`config.mk`:
```
export PLATFORM = sky130hd
export DESIGN_NAME = pll_reset_sequencer_flat
export DESIGN_NICKNAME = d
export VERILOG_FILES = /design/src/rtl/pll_reset_sequencer_if.sv /design/src/rtl/pll_reset_sequencer.sv /design/src/flat_wrapper.sv
export SDC_FILE = /design/constraint.sdc
export NUM_CORES = 1
export LEC_CHECK = 0
export CORE_MARGIN = 2
export CORE_UTILIZATION = 40
export CTS_BUF_LIST = sky130_fd_sc_hd__clkbuf_8
export DETAILED_ROUTE_END_ITERATION = 8
export GPL_TIMING_DRIVEN = 0
export HOLD_SLACK_MARGIN = 0.02
export MAX_ROUTING_LAYER = met4
export PLACE_DENSITY = 0.6
export RECOVER_POWER = 100
export SLEW_MARGIN = 20
export SYNTH_ARGS = -nofsm -noshare
export SYNTH_HDL_FRONTEND = slang
export SYNTH_SLANG_ARGS = --single-unit
```
`constraint.sdc`:
```
create_clock -name clock_in -period 2.4 [get_ports clock_in]
set_clock_uncertainty 0.15 [all_clocks]
set_input_delay 0.6 -clock clock_in [delete_from_list [all_inputs] [get_ports clock_in]]
set_output_delay 0.6 -clock clock_in [all_outputs]
set_load 0.01 [all_outputs]
```
`src/rtl/pll_reset_sequencer_if.sv`:
```
// rtl/pll_reset_sequencer_if.sv - PLL control and pixel-domain reset bundle
//
// Purpose: groups the PLL handshake and the pixel-domain reset/status lines.
// Ports (signals):
//   locked      - PLL LOCK, asynchronous to clock_in
//   restart     - synchronous request to re-run the sequence
//   pll_resetb  - PLL RESETB, low holds the PLL in reset
//   pll_bypass  - PLL BYPASS
//   sys_reset   - active-high pixel-domain reset
//   ready       - sequence complete, PLL running
//   fault       - retries exhausted
//   lock_lost   - one-cycle pulse on lock loss while running
//   retry_count - failed attempts in the current sequence
// Modports: master = sequencer side, slave = PLL/consumer side.
interface pll_reset_sequencer_if;
  logic       locked;
  logic       restart;
  logic       pll_resetb;
  logic       pll_bypass;
  logic       sys_reset;
  logic       ready;
  logic       fault;
  logic       lock_lost;
  logic [3:0] retry_count;

  modport master (
    input  locked, restart,
    output pll_resetb, pll_bypass, sys_reset, ready, fault, lock_lost, retry_count
  );

  modport slave (
    output locked, restart,
    input  pll_resetb, pll_bypass, sys_reset, ready, fault, lock_lost, retry_count
  );
endinterface

```
`src/rtl/pll_reset_sequencer.sv`:
```
// rtl/pll_reset_sequencer.sv - iCE40 PLL bring-up and pixel-domain reset sequencer
//
// Purpose: holds the PLL in reset, waits for lock, requires lock to stay
// stable before releasing the pixel-domain reset, retries on timeout or
// chatter and parks in FAULT once retries are exhausted.
// Ports:
//   clock_in - 12 MHz reference clock, rising edge
//   reset    - asynchronous active-high reset
//   bus      - pll_reset_sequencer_if.master (locked/restart in, status out)
// Optional feature: PLL_RESET_SEQUENCER_BYPASS_FALLBACK_EN - in FAULT run the
// pixel domain from the reference clock through PLL bypass.
module pll_reset_sequencer #(
  parameter int unsigned RESET_CYCLES  = 16,
  parameter int unsigned LOCK_TIMEOUT  = 12000,
  parameter int unsigned STABLE_CYCLES = 1200,
  parameter int unsigned MAX_RETRIES   = 3
) (
  input logic                    clock_in,
  input logic                    reset,
  pll_reset_sequencer_if.master  bus
);

  localparam int unsigned MAX_AB  = (RESET_CYCLES > LOCK_TIMEOUT) ? RESET_CYCLES : LOCK_TIMEOUT;
  localparam int unsigned MAX_CNT = (MAX_AB > STABLE_CYCLES) ? MAX_AB : STABLE_CYCLES;
  localparam int unsigned CW      = (MAX_CNT > 1) ? $clog2(MAX_CNT) : 1;

  localparam logic [CW-1:0] RESET_LAST  = CW'(RESET_CYCLES - 1);
  localparam logic [CW-1:0] LOCK_LAST   = CW'(LOCK_TIMEOUT - 1);
  localparam logic [CW-1:0] STABLE_LAST = CW'(STABLE_CYCLES - 1);
  localparam logic [3:0]    RETRY_MAX   = 4'(MAX_RETRIES);

  typedef enum logic [2:0] {
    ST_PLL_RESET,
    ST_WAIT_LOCK,
    ST_STABLE,
    ST_RUN,
    ST_FAULT
  } state_t;

  state_t        state_q, state_d;
  logic [CW-1:0] cnt_q, cnt_d;
  logic [3:0]    retry_q, retry_d;
  logic [1:0]    sync_q;
  logic          lock_s;
  logic          fail;
  logic          resetb_q, resetb_d;
  logic          sys_reset_q, sys_reset_d;
  logic          ready_q, ready_d;
  logic          fault_q, fault_d;
  logic          lock_lost_q, lock_lost_d;

  assign lock_s = sync_q[1];

  always_comb begin
    state_d     = state_q;
    retry_d     = retry_q;
    lock_lost_d = 1'b0;
    fail        = 1'b0;

    if (bus.restart) begin
      // Restart outranks every lock, timeout and failure event this cycle.
      state_d = ST_PLL_RESET;
      retry_d = 4'd0;
    end else begin
      unique case (state_q)
        ST_PLL_RESET: if (cnt_q == RESET_LAST) state_d = ST_WAIT_LOCK;
        ST_WAIT_LOCK: begin
          // Lock seen on the timeout cycle still wins.
          if (lock_s)                  state_d = ST_STABLE;
          else if (cnt_q == LOCK_LAST) fail = 1'b1;
        end
        ST_STABLE: begin
          if (!lock_s)                   fail = 1'b1;
          else if (cnt_q == STABLE_LAST) state_d = ST_RUN;
        end
        ST_RUN: begin
          // Lock loss starts a fresh sequence rather than counting as a failure.
          if (!lock_s) begin
            state_d     = ST_PLL_RESET;
            retry_d     = 4'd0;
            lock_lost_d = 1'b1;
          end
        end
        ST_FAULT: state_d = ST_FAULT;
        default:  state_d = ST_PLL_RESET;
      endcase

      if (fail) begin
        if (retry_q == RETRY_MAX) begin
          state_d = ST_FAULT;
        end else begin
          state_d = ST_PLL_RESET;
          retry_d = (retry_q == 4'hF) ? retry_q : retry_q + 4'd1;
        end
      end
    end

    if (bus.restart || (state_d != state_q))
      cnt_d = '0;
    else if (state_q == ST_PLL_RESET || state_q == ST_WAIT_LOCK || state_q == ST_STABLE)
      cnt_d = cnt_q + CW'(1);
    else
      cnt_d = cnt_q;

    // Outputs are decoded from the state being entered so they register on the same edge.
    ready_d     = (state_d == ST_RUN);
    fault_d     = (state_d == ST_FAULT);
    sys_reset_d = (state_d != ST_RUN);
`ifdef PLL_RESET_SEQUENCER_BYPASS_FALLBACK_EN
    resetb_d    = (state_d != ST_PLL_RESET);
    // Pixel domain released one cycle after FAULT is entered, clocked via bypass.
    if (state_q == ST_FAULT && state_d == ST_FAULT)
      sys_reset_d = 1'b0;
`else
    resetb_d    = (state_d != ST_PLL_RESET) && (state_d != ST_FAULT);
`endif
  end

`ifdef PLL_RESET_SEQUENCER_BYPASS_FALLBACK_EN
  logic bypass_q;

  always_ff @(posedge clock_in or posedge reset) begin
    if (reset) bypass_q <= 1'b0;
    else       bypass_q <= (state_d == ST_FAULT);
  end

  assign bus.pll_bypass = bypass_q;
`else
  assign bus.pll_bypass = 1'b0;
`endif

  always_ff @(posedge clock_in or posedge reset) begin
    if (reset) begin
      state_q     <= ST_PLL_RESET;
      cnt_q       <= '0;
      retry_q     <= 4'd0;
      sync_q      <= 2'b00;
      resetb_q    <= 1'b0;
      sys_reset_q <= 1'b1;
      ready_q     <= 1'b0;
      fault_q     <= 1'b0;
      lock_lost_q <= 1'b0;
    end else begin
      state_q     <= state_d;
      cnt_q       <= cnt_d;
      retry_q     <= retry_d;
      sync_q      <= {sync_q[0], bus.locked};
      resetb_q    <= resetb_d;
      sys_reset_q <= sys_reset_d;
      ready_q     <= ready_d;
      fault_q     <= fault_d;
      lock_lost_q <= lock_lost_d;
    end
  end

  assign bus.pll_resetb  = resetb_q;
  assign bus.sys_reset   = sys_reset_q;
  assign bus.ready       = ready_q;
  assign bus.fault       = fault_q;
  assign bus.lock_lost   = lock_lost_q;
  assign bus.retry_count = retry_q;

endmodule

```
`src/flat_wrapper.sv`:
```
// flat-port wrapper written by rule: the top's interface ports become plain ports
module pll_reset_sequencer_flat 
#(
  parameter int unsigned RESET_CYCLES  = 16,
  parameter int unsigned LOCK_TIMEOUT  = 12000,
  parameter int unsigned STABLE_CYCLES = 1200,
  parameter int unsigned MAX_RETRIES   = 3
)
  (clock_in, reset, bus_locked, bus_restart, bus_pll_resetb, bus_pll_bypass, bus_sys_reset, bus_ready, bus_fault, bus_lock_lost, bus_retry_count);
  pll_reset_sequencer_if bus_i ();
  input logic clock_in;
  input logic reset;
  input wire logic [$bits(bus_i.locked)-1:0] bus_locked;
  input wire logic [$bits(bus_i.restart)-1:0] bus_restart;
  output wire logic [$bits(bus_i.pll_resetb)-1:0] bus_pll_resetb;
  output wire logic [$bits(bus_i.pll_bypass)-1:0] bus_pll_bypass;
  output wire logic [$bits(bus_i.sys_reset)-1:0] bus_sys_reset;
  output wire logic [$bits(bus_i.ready)-1:0] bus_ready;
  output wire logic [$bits(bus_i.fault)-1:0] bus_fault;
  output wire logic [$bits(bus_i.lock_lost)-1:0] bus_lock_lost;
  output wire logic [$bits(bus_i.retry_count)-1:0] bus_retry_count;
  assign bus_i.locked = bus_locked;
  assign bus_i.restart = bus_restart;
  assign bus_pll_resetb = bus_i.pll_resetb;
  assign bus_pll_bypass = bus_i.pll_bypass;
  assign bus_sys_reset = bus_i.sys_reset;
  assign bus_ready = bus_i.ready;
  assign bus_fault = bus_i.fault;
  assign bus_lock_lost = bus_i.lock_lost;
  assign bus_retry_count = bus_i.retry_count;
  pll_reset_sequencer #(.RESET_CYCLES(RESET_CYCLES), .LOCK_TIMEOUT(LOCK_TIMEOUT), .STABLE_CYCLES(STABLE_CYCLES), .MAX_RETRIES(MAX_RETRIES)) u_core (.clock_in(clock_in), .reset(reset), .bus(bus_i));
endmodule
```
==> results.py, run 1 <==
metrics = {
    "yosys": {
        "ys_ff_latch": 28,
        "synth_xor_area_share_pct": 8.58,
        "synth_ff_type": "dfrtp_1",
        "synth_top_family_by_area": "simple AND/OR/NAND/NOR gates",
        "ys_warn_count": 0,
        "synth-seq-area-share_pct": 45.8,
        "syn_inst": 149,
        "synthArstFlopShare_pct": 100,
        "avgSynthCellArea_um2": 10.3,
        "synth.cell_area_um2": 1530,
        "synth.area.mux_share_pct": 2.70,
        "synth_edf_count": 0,
        "synth_simple_gate_area_share_pct": 28.2,
        "synth-compound-area-share_pct": 9.07,
        "yosysUniqueCellTypes": 50,
        "synthAdderAreaFrac_pct": 1.63,
        "synthesis.nets": 155,
    },
    "global_route": {
        "antenna_found_initial": 0,
        "grt_max_degree": 29,
        "grt_pass1_wl_um": 5420,
        "track_usage_pct": 16.7,
        "grt_pass1_vias": 1192,
        "grt_overflow": 0,
    },
    "clocking": {
        "cts-resized-gates": 0,
        "clk_path_buf_depth": 2,
        "cts_hold_buf": 0,
        "post-cts-setup-buffers": 0,
        "clock_latency_ns": 0.27,
        "cts_buffers": 3,
        "root_buffer": "clkbuf_8",
        "cts.sinks": 28,
        "clk_pin_slew_ns": 0.09,
        "cts_tree": "done",
        "cts_htree_levels": 1,
    },
    "pwr": {
        "p_leak_nw": 0.742,
        "peakVddDrop_v": 0.000235,
        "power_density_nw_per_um2": 446,
        "total_power_mw": 0.783,
    },
    "critical_path": {
        "startpoint_type": "register",
        "ff2ff_path_depth": 5,
        "r2r_start": "u_core.cnt_q[5]",
        "crit_buf_inv": 0,
        "path_class": "reg -> reg",
        "end_kind": "register",
        "critPathSlowestCell": "dfrtp_1",
        "crit_arrival_ns": 2.23,
        "cpLargestDelayFamily": "simple AND/OR/NAND/NOR gates",
        "crit_required_ns": 2.47,
        "startpoint": "u_core.cnt_q[5]",
        "crit_cells": 5,
        "path_max_fanout": 6,
        "slowest_delay_ns": 0.47,
        "rrSetupSlack_ns": 0.24,
        "cp_cell_sequence": "nand4bb_1, nor4_2, a21boi_0, a211oi_2, mux2_2",
        "crit_path_end": "u_core.bus.retry_count[0]",
        "regToRegEndpoint": "u_core.bus.retry_count[0]",
    },
    "place": {
        "gp_congestion": 0.821,
        "dpl_cell_area_um2": 1710,
        "dp_hpwl_um": 2150,
        "io_buffers": 12,
        "dp_cells": 209,
        "place_ws_ns": 0.128,
    },
    "routing": {
        "dr.pass1.iters": 4,
        "drtIter0Drc": 78,
        "routedWlPerCell_um": 14.1,
        "drt.antenna.violating_nets": 0,
        "via_count": 1167,
        "drc": 0,
        "viasPerCell": 5.48,
        "drt_wl_total_um": 3010,
    },
    "sta": {
        "final-hold-violation-count": 0,
        "slew_viol_final": 0,
        "tightest_slew_ns": 1.08,
        "setup_violations": 0,
        "setup_ws_ns": 0.236,
        "rsz0062_at_grt": "no",
        "fin_crit_sh_pct": 90.2,
        "fin_setup_tns_ns": 0,
        "relSlewSlack_pct": 28.1,
        "fin_crit_ns": 2.16,
        "timing.fmax_mhz": 462,
    },
    "layout": {
        "fin_nets": 172,
        "fillCellCount": 355,
        "areaGrowthSynthToFinish_pct": 14.7,
        "layout-drive-gt1-share_pct": 12.7,
        "final_cells": 213,
        "finalInstanceArea_um2": 1760,
        "antennaDiodeCount": 0,
    },
    "floorplan": {
        "dieArea_um2": 4340,
        "core_um2": 3660,
        "die_w_um": 65.9,
        "rows": 22,
        "die_h_um": 65.9,
        "ios": 14,
        "start_util_pct": 41.8,
    },
    "worst_hold_path": {
        "min_path_type": "reg -> reg",
    },
    "run_status": {
        "run_status": "finished clean",
    },
    "run": {
        "max_cap_viol_count": 0,
    },
}
cell usage after synthesis (all sizes together), types with 3 or more instances:
| cell | count | area share, % |
|---|---|---|
| nand3 | 4 | 1.3 |
| nor3 | 3 | 0.98 |
| dfrtp | 27 | 44 |
| nand4 | 4 | 1.6 |
| o21ai | 4 | 1.6 |
| nand4b | 5 | 2.9 |
| nor2b | 3 | 1.2 |
| xor2 | 9 | 5.1 |
| nand2 | 4 | 0.98 |
| mux2i | 3 | 2.0 |
| xnor2 | 6 | 3.4 |
| nor4 | 5 | 2.9 |
| nor2 | 23 | 5.8 |
| inv | 3 | 0.74 |
| and4 | 4 | 2.3 |
| buf | 5 | 2.8 |
| a21oi | 5 | 1.9 |
state kept, by name, indices dropped and copies added, names as in the netlist:
signal and flops:
u_core.cnt_q 14, u_core.bus.retry_count 4, u_core.state_q 3, u_core.sync_q 2
u_core.bus.fault 1, u_core.bus.lock_lost 1, u_core.bus.pll_resetb 1, u_core.bus.ready 1
u_core.bus.sys_reset 1
power by group:
group | internal (mW) | switching, mW
Combinational | 0.0140 | 0.0253
Clock | 0.115 | 0.143
Sequential | 0.477 | 0.00864
Total | 0.606 | 0.177
metrics by stage:
step | utilization (%) | hold slack, ns
floorplan | - | 0.181
global placement | 46.8 | 0.188
detailed placement | 46.8 | 0.211
CTS | 48.0 | 0.233
global route | 48.0 | 0.243
finish | 48.0 | 0.237
cells in the final DEF, fill, tap and decap left out, types with 4 or more instances in the layout:
| cell type | count |
|---|---|
| a21oi_1 | 4 |
| and4_1 | 4 |
| dfrtp_1 | 27 |
| dlygate4sd3_1 | 12 |
| inv_1 | 4 |
| nand2_1 | 4 |
| nand3_1 | 4 |
| nand4_1 | 4 |
| nand4b_1 | 5 |
| nor2_1 | 22 |
| xnor2_1 | 6 |
| xor2_1 | 9 |
routing by layer:
layer | share of wire [%] | vias up | GRT usage, %
met5 | 0 | - | -
met4 | 2.5 | 0 | 7.55
met3 | 4.3 | 7 | 2.21
met2 | 47 | 31 | 27.0
met1 | 46 | 557 | 20.7
li1 | - | 572 | -
cells by family after synthesis:
logic type,count (synthesis)
other cells,1
xor+xnor,15
flops,28
simple gates,70
fa+ha+maj,2
buf+inv,9
mux,4
compound gates,20
worst min path at each step:
stage	cells after the start	slack, ns	startpoint	endpoint
after CTS	0	0.23	u_core.sync_q[0]	u_core.sync_q[1]
after global routing	0	0.24	u_core.sync_q[0]	u_core.sync_q[1]
final	0	0.24	u_core.sync_q[0]	u_core.sync_q[1]
after floorplan	0	0.18	u_core.sync_q[0]	u_core.sync_q[1]
after global placement	0	0.19	u_core.sync_q[0]	u_core.sync_q[1]
after detailed placement	0	0.21	u_core.sync_q[0]	u_core.sync_q[1]
area by class of cell:
cell class / instances / area (um^2) / share of cell area [%]
Timing Repair Buffer: 12 / 120 / 6.84
Sequential cell: 28 / 702 / 40.0
Multi-Input combinational cell: 112 / 772 / 43.9
Clock buffer: 3 / 41.3 / 2.35
Buffer: 6 / 46.3 / 2.64
Tap cell: 48 / 60.1 / 3.42
Inverter: 3 / 11.3 / 0.641
Clock inverter: 1 / 3.75 / 0.214
worst register-to-register path, delay by kind of cell, from the launching register on:
kind | cells | cell delay [ns]
and+or+nand+nor | 2 | 0.69
AOI/OAI and AO/OA | 2 | 0.62
DFF | 1 | 0.47
muxes | 1 | 0.18
Note: power is estimated with default switching activity, not from simulation.
==> inputs of run 2 (changes only) <==
Settings changed: GPL_ROUTABILITY_DRIVEN set to 0.
==> results of run 2 <==
No change in the layout: final DEF, timing and power equal those of run 1.
==> inputs of run 3 (changes only) <==
Settings changed: GPL_TIMING_DRIVEN 0 to not set.
==> run 3 against run 2 <==
Effect of this change:
- sequential share of layout area is 0.37 points lower
- combinational power rose by 1%
- critical path type unchanged
- global-route usage fell by 0.59 points
- clock power rose by 47%
- routed wire length increased by 1.4%
- critical endpoint unchanged
- largest cell class unchanged
==> results.py, run 3 (synthesized netlist as in run 1, its figures left out) <==
metrics = {
    "run_status": {
        "run_status": "finished clean",
    },
    "pwr": {
        "combPwrFrac_pct": 4.4,
        "peakVddDrop_v": 0.000205,
        "p_seq_share_pct": 53.7,
        "total_power_mw": 0.904,
        "intPower_mw": 0.715,
        "p_clk_share_pct": 41.9,
        "p_sw_mw": 0.189,
        "power_density_nw_per_um2": 510,
        "p_leak_nw": 0.747,
        "switching_share_pct": 20.9,
    },
    "clocking": {
        "cts_htree_levels": 1,
        "post-cts-setup-buffers": 0,
        "cts-resized-gates": 0,
        "cts_tree": "done",
        "cts_buffers": 3,
        "clock_latency_ns": 0.28,
        "clk_pin_slew_ns": 0.10,
        "cts.sinks": 28,
        "clk_path_buf_depth": 2,
        "root_buffer": "clkbuf_8",
        "cts_hold_buf": 0,
    },
    "place": {
        "place_ws_ns": 0.227,
        "io_buffers": 12,
        "dp_hpwl_um": 2170,
    },
    "sta": {
        "final-hold-violation-count": 0,
        "tightest_slew_ns": 0.688,
        "setup_violations": 0,
        "fin_setup_tns_ns": 0,
        "fin_crit_sh_pct": 90.2,
        "rsz0062_at_grt": "no",
        "timing.fmax_mhz": 462,
        "setup_ws_ns": 0.236,
        "fin_crit_ns": 2.16,
        "relSlewSlack_pct": 54.2,
        "slew_viol_final": 0,
    },
    "routing": {
        "dr.pass1.iters": 4,
        "via_count": 1173,
        "routedWlPerCell_um": 14.3,
        "drt.antenna.violating_nets": 0,
        "drt_wl_total_um": 3050,
        "drtIter0Drc": 67,
        "viasPerCell": 5.51,
        "drc": 0,
    },
    "global_route": {
        "grt_pass1_vias": 1174,
        "grt_overflow": 0,
        "track_usage_pct": 16.1,
        "grt_max_degree": 29,
        "antenna_found_initial": 0,
        "grt_pass1_wl_um": 5330,
    },
    "floorplan": {
        "dieArea_um2": 4340,
        "die_w_um": 65.9,
        "start_util_pct": 41.8,
        "ios": 14,
        "rows": 22,
        "core_um2": 3660,
        "die_h_um": 65.9,
    },
    "layout": {
        "layout-drive-gt1-share_pct": 13.3,
        "areaGrowthSynthToFinish_pct": 15.8,
        "regMostFlops": "u_core.cnt_q",
        "antennaDiodeCount": 0,
        "final_cell_mix": "dfrtp_1, nor2_1, dlygate4sd3_1",
        "largest_register_ffs": 14,
        "fin_nets": 172,
        "post-route-util_pct": 48.4,
        "final_common_cell": "dfrtp_1",
    },
    "worst_hold_path": {
        "min_path_type": "reg -> reg",
        "hold_end": "u_core.sync_q[1]",
        "min_delay_path_depth": 0,
        "hp-start": "u_core.sync_q[0]",
    },
    "critical_path": {
        "regToRegEndpoint": "u_core.bus.retry_count[0]",
        "end_kind": "register",
        "path_class": "reg -> reg",
        "startpoint": "u_core.state_q[1]",
        "path_max_fanout": 7,
        "startpoint_type": "register",
        "crit_arrival_ns": 2.24,
        "crit_required_ns": 2.47,
        "ff2ff_path_depth": 5,
        "rrSetupSlack_ns": 0.24,
        "r2r_start": "u_core.state_q[1]",
    },
    "run": {
        "max_cap_viol_count": 0,
    },
}
[run 3: changes by cell type in the layout (fill, tap and decap cells not counted)]
cell,delta
inv_1,-1
bufinv_16,+1
buf_6,-2
buf_4,+1
clkbuf_2,+1
[run 3: power by group through the flow]
| stage | clock [mW] | combinational (mW) | sequential, mW |
|---|---|---|---|
| final | 0.379 | 0.0398 | 0.486 |
| after global routing | 0.399 | 0.0451 | 0.487 |
| after CTS | 0.390 | 0.0428 | 0.486 |
| after detailed placement | 0 | 0.0427 | 0.495 |
| after global placement | 0 | 0.0410 | 0.494 |
| after floorplan | 0 | 0.0281 | 0.493 |
[run 3: layout make-up]
cell class / instances / area (um^2)
Sequential cell: 28 / 702
Clock inverter: 1 / 30.0
Tap cell: 48 / 60.1
Timing Repair Buffer: 18 / 156
Fill cell: 335 / 1890
Multi-Input combinational cell: 112 / 772
Inverter: 3 / 11.3
Clock buffer: 3 / 41.3
[run 3: layer usage]
layer | vias to the layer above | track usage [%] | share of wire, %
met5 | - | - | 0
met4 | 0 | 4.69 | 1.1
met3 | 4 | 2.04 | 2.3
met2 | 19 | 27.5 | 49
met1 | 578 | 19.8 | 47
li1 | 572 | - | -
[run 3: how the worst max path moves through the flow]
stage                                      endpoint  slack, ns  cells after the start
after floorplan           u_core.bus.retry_count[0]       0.50                      6
after global placement         u_core.bus.sys_reset       0.30                      4
after detailed placement       u_core.bus.sys_reset       0.23                      4
after CTS                        bus_retry_count[2]       0.27                      1
after global routing      u_core.bus.retry_count[0]       0.07                      5
final                     u_core.bus.retry_count[0]       0.24                      5
[run 3: worst max-delay path, cell delays in order, from the launching register on]
cell and delay [ns]:
dfrtp_1 0.48, nand4bb_1 0.23, nor4_2 0.43, a21boi_0 0.31, a211oi_2 0.31, mux2_2 0.19
[run 3: metrics by stage]
stage | area, um^2 | hold slack [ns] | std cells
final | 1770 | 0.211 | 213
after global routing | 1770 | 0.241 | 213
after CTS | 1780 | 0.214 | 213
after detailed placement | 1710 | 0.192 | 209
after global placement | 1710 | 0.187 | 209
after floorplan | 1530 | 0.181 | 149
